**src/rtl/sm_data_bus_pkg.sv**
```systemverilog
// Shared constants and address-region decode for the core data-side bus.
package sm_data_bus_pkg;

  localparam int unsigned DATA_W = 32;

  localparam logic [31:0] ADDR_GPIO_OUT = 32'hFFFF_0000;
  localparam logic [31:0] ADDR_GPIO_IN  = 32'hFFFF_0004;
  localparam logic [31:0] ADDR_TMR_CNT  = 32'hFFFF_0008;
  localparam logic [31:0] ADDR_TMR_CMP  = 32'hFFFF_000C;
  localparam logic [31:0] ADDR_TMR_CTRL = 32'hFFFF_0010;

  localparam int unsigned CTRL_EN      = 0;
  localparam int unsigned CTRL_AUTOCLR = 1;
  localparam int unsigned CTRL_MATCH   = 8;

  typedef enum logic [2:0] {
    REG_RAM,
    REG_GPIO_OUT,
    REG_GPIO_IN,
    REG_TMR_CNT,
    REG_TMR_CMP,
    REG_TMR_CTRL,
    REG_NONE
  } region_e;

  // RAM only when every bit above the word index is zero, so aliases fall to REG_NONE.
  function automatic region_e decode_region(input logic [31:0] addr, input int unsigned ram_aw);
    logic [31:0] word_addr;
    region_e     region;
    word_addr = {addr[31:2], 2'b00};
    region    = REG_NONE;
    if ((word_addr >> (ram_aw + 32'd2)) == 32'd0) begin
      region = REG_RAM;
    end else begin
      case (word_addr)
        ADDR_GPIO_OUT: region = REG_GPIO_OUT;
        ADDR_GPIO_IN:  region = REG_GPIO_IN;
        ADDR_TMR_CNT:  region = REG_TMR_CNT;
        ADDR_TMR_CMP:  region = REG_TMR_CMP;
        ADDR_TMR_CTRL: region = REG_TMR_CTRL;
        default:       region = REG_NONE;
      endcase
    end
    return region;
  endfunction

endpackage

```
**src/rtl/sm_data_bus_if.sv**
```systemverilog
// Core data-memory port: address/strobe/data from the core, combinational load data back.
interface sm_data_bus_if;
  logic [31:0] dataMemory_address;
  logic        dataMemory_writeEnable;
  logic [31:0] dataMemory_writeData;
  logic [31:0] dataMemory_readData;

  modport master (
    output dataMemory_address,
    output dataMemory_writeEnable,
    output dataMemory_writeData,
    input  dataMemory_readData
  );

  modport slave (
    input  dataMemory_address,
    input  dataMemory_writeEnable,
    input  dataMemory_writeData,
    output dataMemory_readData
  );
endinterface

```
**src/rtl/sm_timer.sv**
```systemverilog
// 32-bit compare timer: count/compare/ctrl registers with sticky W1C match flag.
module sm_timer
  import sm_data_bus_pkg::*;
(
  input  logic        clk,
  input  logic        rst_p,
  input  logic        cnt_we_i,
  input  logic        cmp_we_i,
  input  logic        ctrl_we_i,
  input  logic [31:0] wdata_i,
  output logic [31:0] count_o,
  output logic [31:0] cmp_o,
  output logic [31:0] ctrl_o,
  output logic        match_o
);

  logic [31:0] count_q, count_d;
  logic [31:0] cmp_q, cmp_d;
  logic        en_q, en_d;
  logic        autoclr_q, autoclr_d;
  logic        match_q, match_d;
  logic        hit;

  // Compare on the pre-write count; a CNT write overrides increment/auto-clear,
  // and a fresh match beats a same-cycle W1C.
  always_comb begin
    hit       = en_q && (count_q == cmp_q);
    count_d   = count_q;
    cmp_d     = cmp_q;
    en_d      = en_q;
    autoclr_d = autoclr_q;
    match_d   = match_q;
    if (en_q) begin
      count_d = (hit && autoclr_q) ? 32'd0 : count_q + 32'd1;
    end
    if (cnt_we_i) begin
      count_d = wdata_i;
    end
    if (cmp_we_i) begin
      cmp_d = wdata_i;
    end
    if (ctrl_we_i) begin
      en_d      = wdata_i[CTRL_EN];
      autoclr_d = wdata_i[CTRL_AUTOCLR];
      if (wdata_i[CTRL_MATCH]) begin
        match_d = 1'b0;
      end
    end
    if (hit) begin
      match_d = 1'b1;
    end
  end

  always_ff @(posedge clk) begin
    if (rst_p) begin
      count_q   <= 32'd0;
      cmp_q     <= 32'd0;
      en_q      <= 1'b0;
      autoclr_q <= 1'b0;
      match_q   <= 1'b0;
    end else begin
      count_q   <= count_d;
      cmp_q     <= cmp_d;
      en_q      <= en_d;
      autoclr_q <= autoclr_d;
      match_q   <= match_d;
    end
  end

  always_comb begin
    ctrl_o               = 32'd0;
    ctrl_o[CTRL_EN]      = en_q;
    ctrl_o[CTRL_AUTOCLR] = autoclr_q;
    ctrl_o[CTRL_MATCH]   = match_q;
  end

  assign count_o = count_q;
  assign cmp_o   = cmp_q;
  assign match_o = match_q;

endmodule

```
**src/rtl/sm_data_bus.sv**
```systemverilog
// Data-side bus of the single-cycle core: word RAM plus GPIO/timer peripheral window.
module sm_data_bus
  import sm_data_bus_pkg::*;
#(
  parameter int unsigned RAM_WORDS  = 64,
  parameter int unsigned GPIO_WIDTH = 16
) (
  input  logic                  clk,
  input  logic                  rst_p,
  sm_data_bus_if.slave          bus,
  input  logic [GPIO_WIDTH-1:0] gpio_in,
  output logic [GPIO_WIDTH-1:0] gpio_out,
  output logic                  timer_match
);

  localparam int unsigned AW = $clog2(RAM_WORDS);

  region_e              region;
  logic [AW-1:0]        ram_idx;
  logic                 we;
  logic [31:0]          wdata;
  logic [31:0]          rdata;
  logic [31:0]          mem_q [RAM_WORDS];
  logic [GPIO_WIDTH-1:0] gpio_out_q, gpio_out_d;
  logic [GPIO_WIDTH-1:0] sync1_q, sync2_q;
  logic [31:0]          tmr_count, tmr_cmp, tmr_ctrl;
  logic                 tmr_match;

  assign region  = decode_region(bus.dataMemory_address, AW);
  assign ram_idx = bus.dataMemory_address[AW+1:2];
  assign we      = bus.dataMemory_writeEnable;
  assign wdata   = bus.dataMemory_writeData;

  // RAM is not reset; a store during reset is dropped.
  always_ff @(posedge clk) begin
    if (we && !rst_p && (region == REG_RAM)) begin
      mem_q[ram_idx] <= wdata;
    end
  end

  always_comb begin
    gpio_out_d = gpio_out_q;
    if (we && (region == REG_GPIO_OUT)) begin
      gpio_out_d = wdata[GPIO_WIDTH-1:0];
    end
  end

  always_ff @(posedge clk) begin
    if (rst_p) begin
      gpio_out_q <= '0;
      sync1_q    <= '0;
      sync2_q    <= '0;
    end else begin
      gpio_out_q <= gpio_out_d;
      sync1_q    <= gpio_in;
      sync2_q    <= sync1_q;
    end
  end

  sm_timer u_timer (
    .clk       (clk),
    .rst_p     (rst_p),
    .cnt_we_i  (we && (region == REG_TMR_CNT)),
    .cmp_we_i  (we && (region == REG_TMR_CMP)),
    .ctrl_we_i (we && (region == REG_TMR_CTRL)),
    .wdata_i   (wdata),
    .count_o   (tmr_count),
    .cmp_o     (tmr_cmp),
    .ctrl_o    (tmr_ctrl),
    .match_o   (tmr_match)
  );

  // Zero-latency load mux; unmapped addresses read 0.
  always_comb begin
    rdata = 32'd0;
    case (region)
      REG_RAM:      rdata = mem_q[ram_idx];
      REG_GPIO_OUT: rdata = 32'(gpio_out_q);
      REG_GPIO_IN:  rdata = 32'(sync2_q);
      REG_TMR_CNT:  rdata = tmr_count;
      REG_TMR_CMP:  rdata = tmr_cmp;
      REG_TMR_CTRL: rdata = tmr_ctrl;
      default:      rdata = 32'd0;
    endcase
  end

  assign bus.dataMemory_readData = rdata;
  assign gpio_out                = gpio_out_q;
  assign timer_match             = tmr_match;

endmodule
```
**src/flat_wrapper.sv**
```systemverilog
// flat-port wrapper written by rule: the top's interface ports become plain ports
module sm_data_bus_flat import sm_data_bus_pkg::*;
#(
  parameter int unsigned RAM_WORDS  = 64,
  parameter int unsigned GPIO_WIDTH = 16
)
  (clk, rst_p, gpio_in, gpio_out, timer_match, bus_dataMemory_address, bus_dataMemory_writeEnable, bus_dataMemory_writeData, bus_dataMemory_readData);
  sm_data_bus_if bus_i ();
  input  logic clk;
  input  logic rst_p;
  input  logic [GPIO_WIDTH-1:0] gpio_in;
  output logic [GPIO_WIDTH-1:0] gpio_out;
  output logic timer_match;
  input wire logic [$bits(bus_i.dataMemory_address)-1:0] bus_dataMemory_address;
  input wire logic [$bits(bus_i.dataMemory_writeEnable)-1:0] bus_dataMemory_writeEnable;
  input wire logic [$bits(bus_i.dataMemory_writeData)-1:0] bus_dataMemory_writeData;
  output wire logic [$bits(bus_i.dataMemory_readData)-1:0] bus_dataMemory_readData;
  assign bus_i.dataMemory_address = bus_dataMemory_address;
  assign bus_i.dataMemory_writeEnable = bus_dataMemory_writeEnable;
  assign bus_i.dataMemory_writeData = bus_dataMemory_writeData;
  assign bus_dataMemory_readData = bus_i.dataMemory_readData;
  sm_data_bus #(.RAM_WORDS(RAM_WORDS), .GPIO_WIDTH(GPIO_WIDTH)) u_core (.clk(clk), .rst_p(rst_p), .bus(bus_i), .gpio_in(gpio_in), .gpio_out(gpio_out), .timer_match(timer_match));
endmodule
```
**config.mk**
```make
export PLATFORM = sky130hd
export DESIGN_NAME = sm_data_bus_flat
export DESIGN_NICKNAME = d
export VERILOG_FILES = /design/src/rtl/sm_data_bus_pkg.sv /design/src/rtl/sm_data_bus_if.sv /design/src/rtl/sm_timer.sv /design/src/rtl/sm_data_bus.sv /design/src/flat_wrapper.sv
export SDC_FILE = /design/constraint.sdc
export NUM_CORES = 2
export LEC_CHECK = 0
export BUFFER_PORTS_ARGS = -buffer_cell sky130_fd_sc_hd__buf_2
export CORE_MARGIN = 4
export CORE_UTILIZATION = 30
export CTS_BUF_LIST = sky130_fd_sc_hd__clkbuf_2 sky130_fd_sc_hd__clkbuf_4 sky130_fd_sc_hd__clkbuf_8
export CTS_CLUSTER_DIAMETER = 50
export CTS_CLUSTER_SIZE = 40
export DETAILED_ROUTE_END_ITERATION = 6
export GPL_TIMING_DRIVEN = 0
export PLACE_DENSITY_LB_ADDON = 0.15
export SYNTH_ARGS = -nofsm -noshare
export SYNTH_HDL_FRONTEND = slang
export SYNTH_SLANG_ARGS = --single-unit
```
**constraint.sdc**
```tcl
create_clock -name clk -period 4.2 [get_ports clk]
set_input_delay 0.84 -clock clk [delete_from_list [all_inputs] [get_ports clk]]
set_output_delay 0.84 -clock clk [all_outputs]
set_load 0.01 [all_outputs]
```
==> metrics.md <==
| Metric | Value |
|---|---|
| Drt pass-1 iters | `7` |
| Fillers | `25700` |
| CP required | `3.36 ns` |
| Placement Cell Area | `93600 um^2` |
| Die Ht | `539 um` |
| Post-synth ARST share | `0` |
| Global Route Usage Sum | `0.248` |
| Hold Crit Depth | `2` |
| R2R cell count | `7` |
| Final core utilization | `0.373` |
| Clk Tree Root Cell | `clkbuf_8` |
| Slew margin rel. | `0.260` |
| Pin count of the biggest net entering global routing | `69` |
| DRC Markers | `0` |
| Worst R2R Setup Slack | `1.17 ns` |
| Reg2Reg Capture Point | `u_core.u_timer.count_o[20]` |
| Critical Path AT | `3.59 ns` |
| Unrepaired setup endpoints after global routing | `yes` |
| Min cycle time layout | `4.43 ns` |
| H-Tree Depth | `4` |
| Critical Path End Type | `output pin` |
| Final Net Count | `4922` |
| Post-Syn Instances | `4232` |
| First-pass GRT wire length | `479000 um` |
| Dominant cells by area after synthesis | `edfxtp_1, mux4_2, dfxtp_1` |
| Startpoint Class | `primary input` |
| Routed WL | `369000 um` |
| F_max | `226 MHz` |
| Pleak | `33.1 nW` |
| Hold path endpoint | `u_core.sync1_q[14]` |
| Clock latency on the worst-skew pair | `1.03 ns` |
| Antenna-violating nets left | `0` |
| EDFF count, synth | `2048` |
| Most frequent cells in the layout | `edfxtp_1, mux4_2, clkbuf_8` |
| Distinct cell type count of the synthesized netlist | `79` |
| TritonCTS clock tree | `built` |
| Clock buffer depth | `3` |
| Top_reg_cell synth | `edfxtp_1` |
| Via density | `5.69` |
| Slew @ Worst Pin | `1.11 ns` |
| Synth area leader | `edfxtp_1` |
| Post-route worst setup slack | `-0.229 ns` |
| Area Growth Syn to Fin | `23.6%` |
| Setup Crit Path Kind | `in2out` |
| Peak supply drop | `335 uV` |
| Half-perimeter wire length after placement | `253000 um` |
| Core area | `280000 um^2` |
| Status | `complete, but fails checks` |
| DR vias | `50000` |
| #FFs+latches synth | `2163` |
| Hold Path Class | `in2reg` |
| Die Area | `291000 um^2` |
| Clock-pin slew on the worst setup and hold paths | `0.08 ns` |
| Final Hold Fails | `0` |
| Register area share after synthesis | `0.754` |
| IO Count | `132` |
| Port Buffer Count | `124` |
| Post-Syn Nets | `4316` |
| Final setup viols | `13` |
| Syn_area_per_cell | `20.0 um^2` |
| Commonest non-fill, non-tap cell in the layout | `edfxtp_1` |
| Vias in the first global route | `47400` |
| Worst Setup SP | `bus_dataMemory_address[4]` |
| Mapped Area | `84600 um^2` |
| GP Congestion | `0.920` |
| Failing checks | `setup timing` |
| Total CTS buffers | `230` |
| Total grt overflow | `0` |
| Site row count | `194` |
| Worst hold path startpoint | `gpio_in[14]` |
| Max-Cap Viols | `0` |
| Worst slack, placed | `-2.70 ns` |
| Fin Clk Skew | `0.0164 ns` |
| Clock Sinks | `2163` |
| CP max FO | `10` |
| Antenna violations before repair | `22` |
| Iter 0 DRT Violations | `8168` |
| Synthesis Warnings | `0` |
| Tcrit/Tclk final | `1.05` |
| Total Power | `43.5 mW` |
| Final Cell Area | `105000 um^2` |
| Synth top area share | `0.727` |
| Layout cells sized above 1 | `0.360` |
| Pins Over Slew Limit | `0` |
| Power per cell area | `417 nW/um^2` |
| Die Width | `539 um` |
| DR WL/cell | `42.0 um` |
| Initial core utilization | `0.302` |
| Reg-to-reg startpoint | `u_core.u_timer.count_o[1]` |
==> per-stage QoR <==
step / hold slack [ns] / setup TNS [ns] / cells
6_report: 0.102 / -0.983 / 8782
5_1_grt: 0.0358 / -0.483 / 8772
4_1_cts: 0.00393 / -0.997 / 8741
3_5_place_dp: 0.429 / -2620.51 / 8225
3_3_place_gp: 0.435 / -9287.74 / 8080
2_1_floorplan: 0.414 / -2.72 / 4232
==> where the power goes <==
part           total (mW)  switching (mW)  internal, mW  leakage, nW
Clock                16.4            8.90          7.54         2.73
Combinational        3.42            2.24          1.18         11.1
Sequential           23.7          0.0885          23.6         19.3
Total                43.5            11.2          32.3         33.1
==> flip-flops by register name (all words and copies together) (netlist names) <==
| signal | count |
|---|---|
| u_core.u_timer.match_o | 1 |
| u_core.u_timer.count_o | 32 |
| u_core.sync1_q | 16 |
| u_core.gpio_out | 16 |
| u_core.mem_q | 2048 |
| u_core.sync2_q | 16 |
| u_core.u_timer.autoclr_q | 1 |
| u_core.u_timer.en_q | 1 |
| u_core.u_timer.cmp_o | 32 |
==> area by class of cell <==
class / instances / area (um^2) / area share
flip-flops and latches: 2163 / 63800 / 0.610
multi-input cells: 1798 / 21900 / 0.209
repair buffers: 384 / 5110 / 0.0489
well taps: 3724 / 4660 / 0.0446
plain buffers: 245 / 3450 / 0.0331
clock buffers: 247 / 3300 / 0.0316
clock inverters: 190 / 2220 / 0.0212
inverters: 16 / 65.1 / 0.000622
diodes: 15 / 37.5 / 0.000359
==> critical path, stage by stage <==
cell and delay [ns]:
buf_4 0.18, buf_8 0.18, inv_6 0.18, buf_6 0.31
buf_8 0.28, mux2i_4 0.13, a32oi_4 0.30, nand4_1 0.61
o21ai_2 0.32, buf_2 0.18
==> Yosys cell counts, types with 5 or more instances <==
cell type,number
buf_6,6
mux4_2,464
nor2b_1,69
nor4_1,11
a21oi_1,65
a31oi_1,8
inv_1,15
a221o_1,5
a222oi_1,15
nand2_1,179
or3_1,20
a2111o_1,7
o32ai_1,11
or4_1,9
nand3_1,39
o22ai_1,62
nand2b_1,16
o211ai_1,14
and2_1,8
nand3b_1,8
buf_1,7
buf_4,53
o21bai_1,17
a221oi_1,23
a211o_1,23
a22o_1,13
nor3_1,15
and3_1,7
clkbuf_1,103
dfxtp_1,115
o21ai_0,70
nor2_1,167
nand4_1,29
buf_2,86
edfxtp_1,2048
xnor2_1,10
a32oi_1,21
mux2_2,37
a22oi_1,51
mux2i_1,201
xor2_1,14
a211oi_1,21
a2111oi_0,7
==> cell families (layout without fill, tap and decap cells) <==
| kind of cell | Yosys count | after routing | synth area share |
|---|---|---|---|
| AO/OA/AOI/OAI | 465 | 465 | 0.0393 |
| XOR/XNOR | 24 | 24 | 0.00248 |
| adder cells (fa/ha/maj) | 1 | 1 | 0.000148 |
| buffers and inverters | 271 | 1082 | 0.0162 |
| flip-flops | 2163 | 2163 | 0.754 |
| multiplexers | 702 | 702 | 0.152 |
| other | 0 | 15 | 0 |
| AND/OR/NAND/NOR | 606 | 606 | 0.0354 |
==> worst max path at each step <==
stage                     cells after the start                          to
after floorplan                               6         u_core.mem_q[56][0]
after global placement                        7         u_core.mem_q[20][6]
after detailed placement                     10  bus_dataMemory_readData[5]
after CTS                                    11  bus_dataMemory_readData[0]
after global routing                          8  bus_dataMemory_readData[4]
final                                        10  bus_dataMemory_readData[0]
==> metal layers <==
| metal | vias up | track usage | wire [um] |
|---|---|---|---|
| met5 | - | 0 | 17 |
| met4 | 2 | 0.0950 | 16100 |
| met3 | 608 | 0.0612 | 36900 |
| met2 | 3126 | 0.373 | 163000 |
| met1 | 27400 | 0.347 | 153000 |
| li1 | 18900 | - | - |
==> repair_timing <==
action | CTS | global route
buffers inserted | 70 | 28
gates resized for setup | 876 | 113
setup endpoints to repair | 1399 | 27
pin swaps | 59 | 39
hold buffers | 16 | 0
endpoints found under the hold margin | 21 | 0
(Power assumes the default switching activity.)
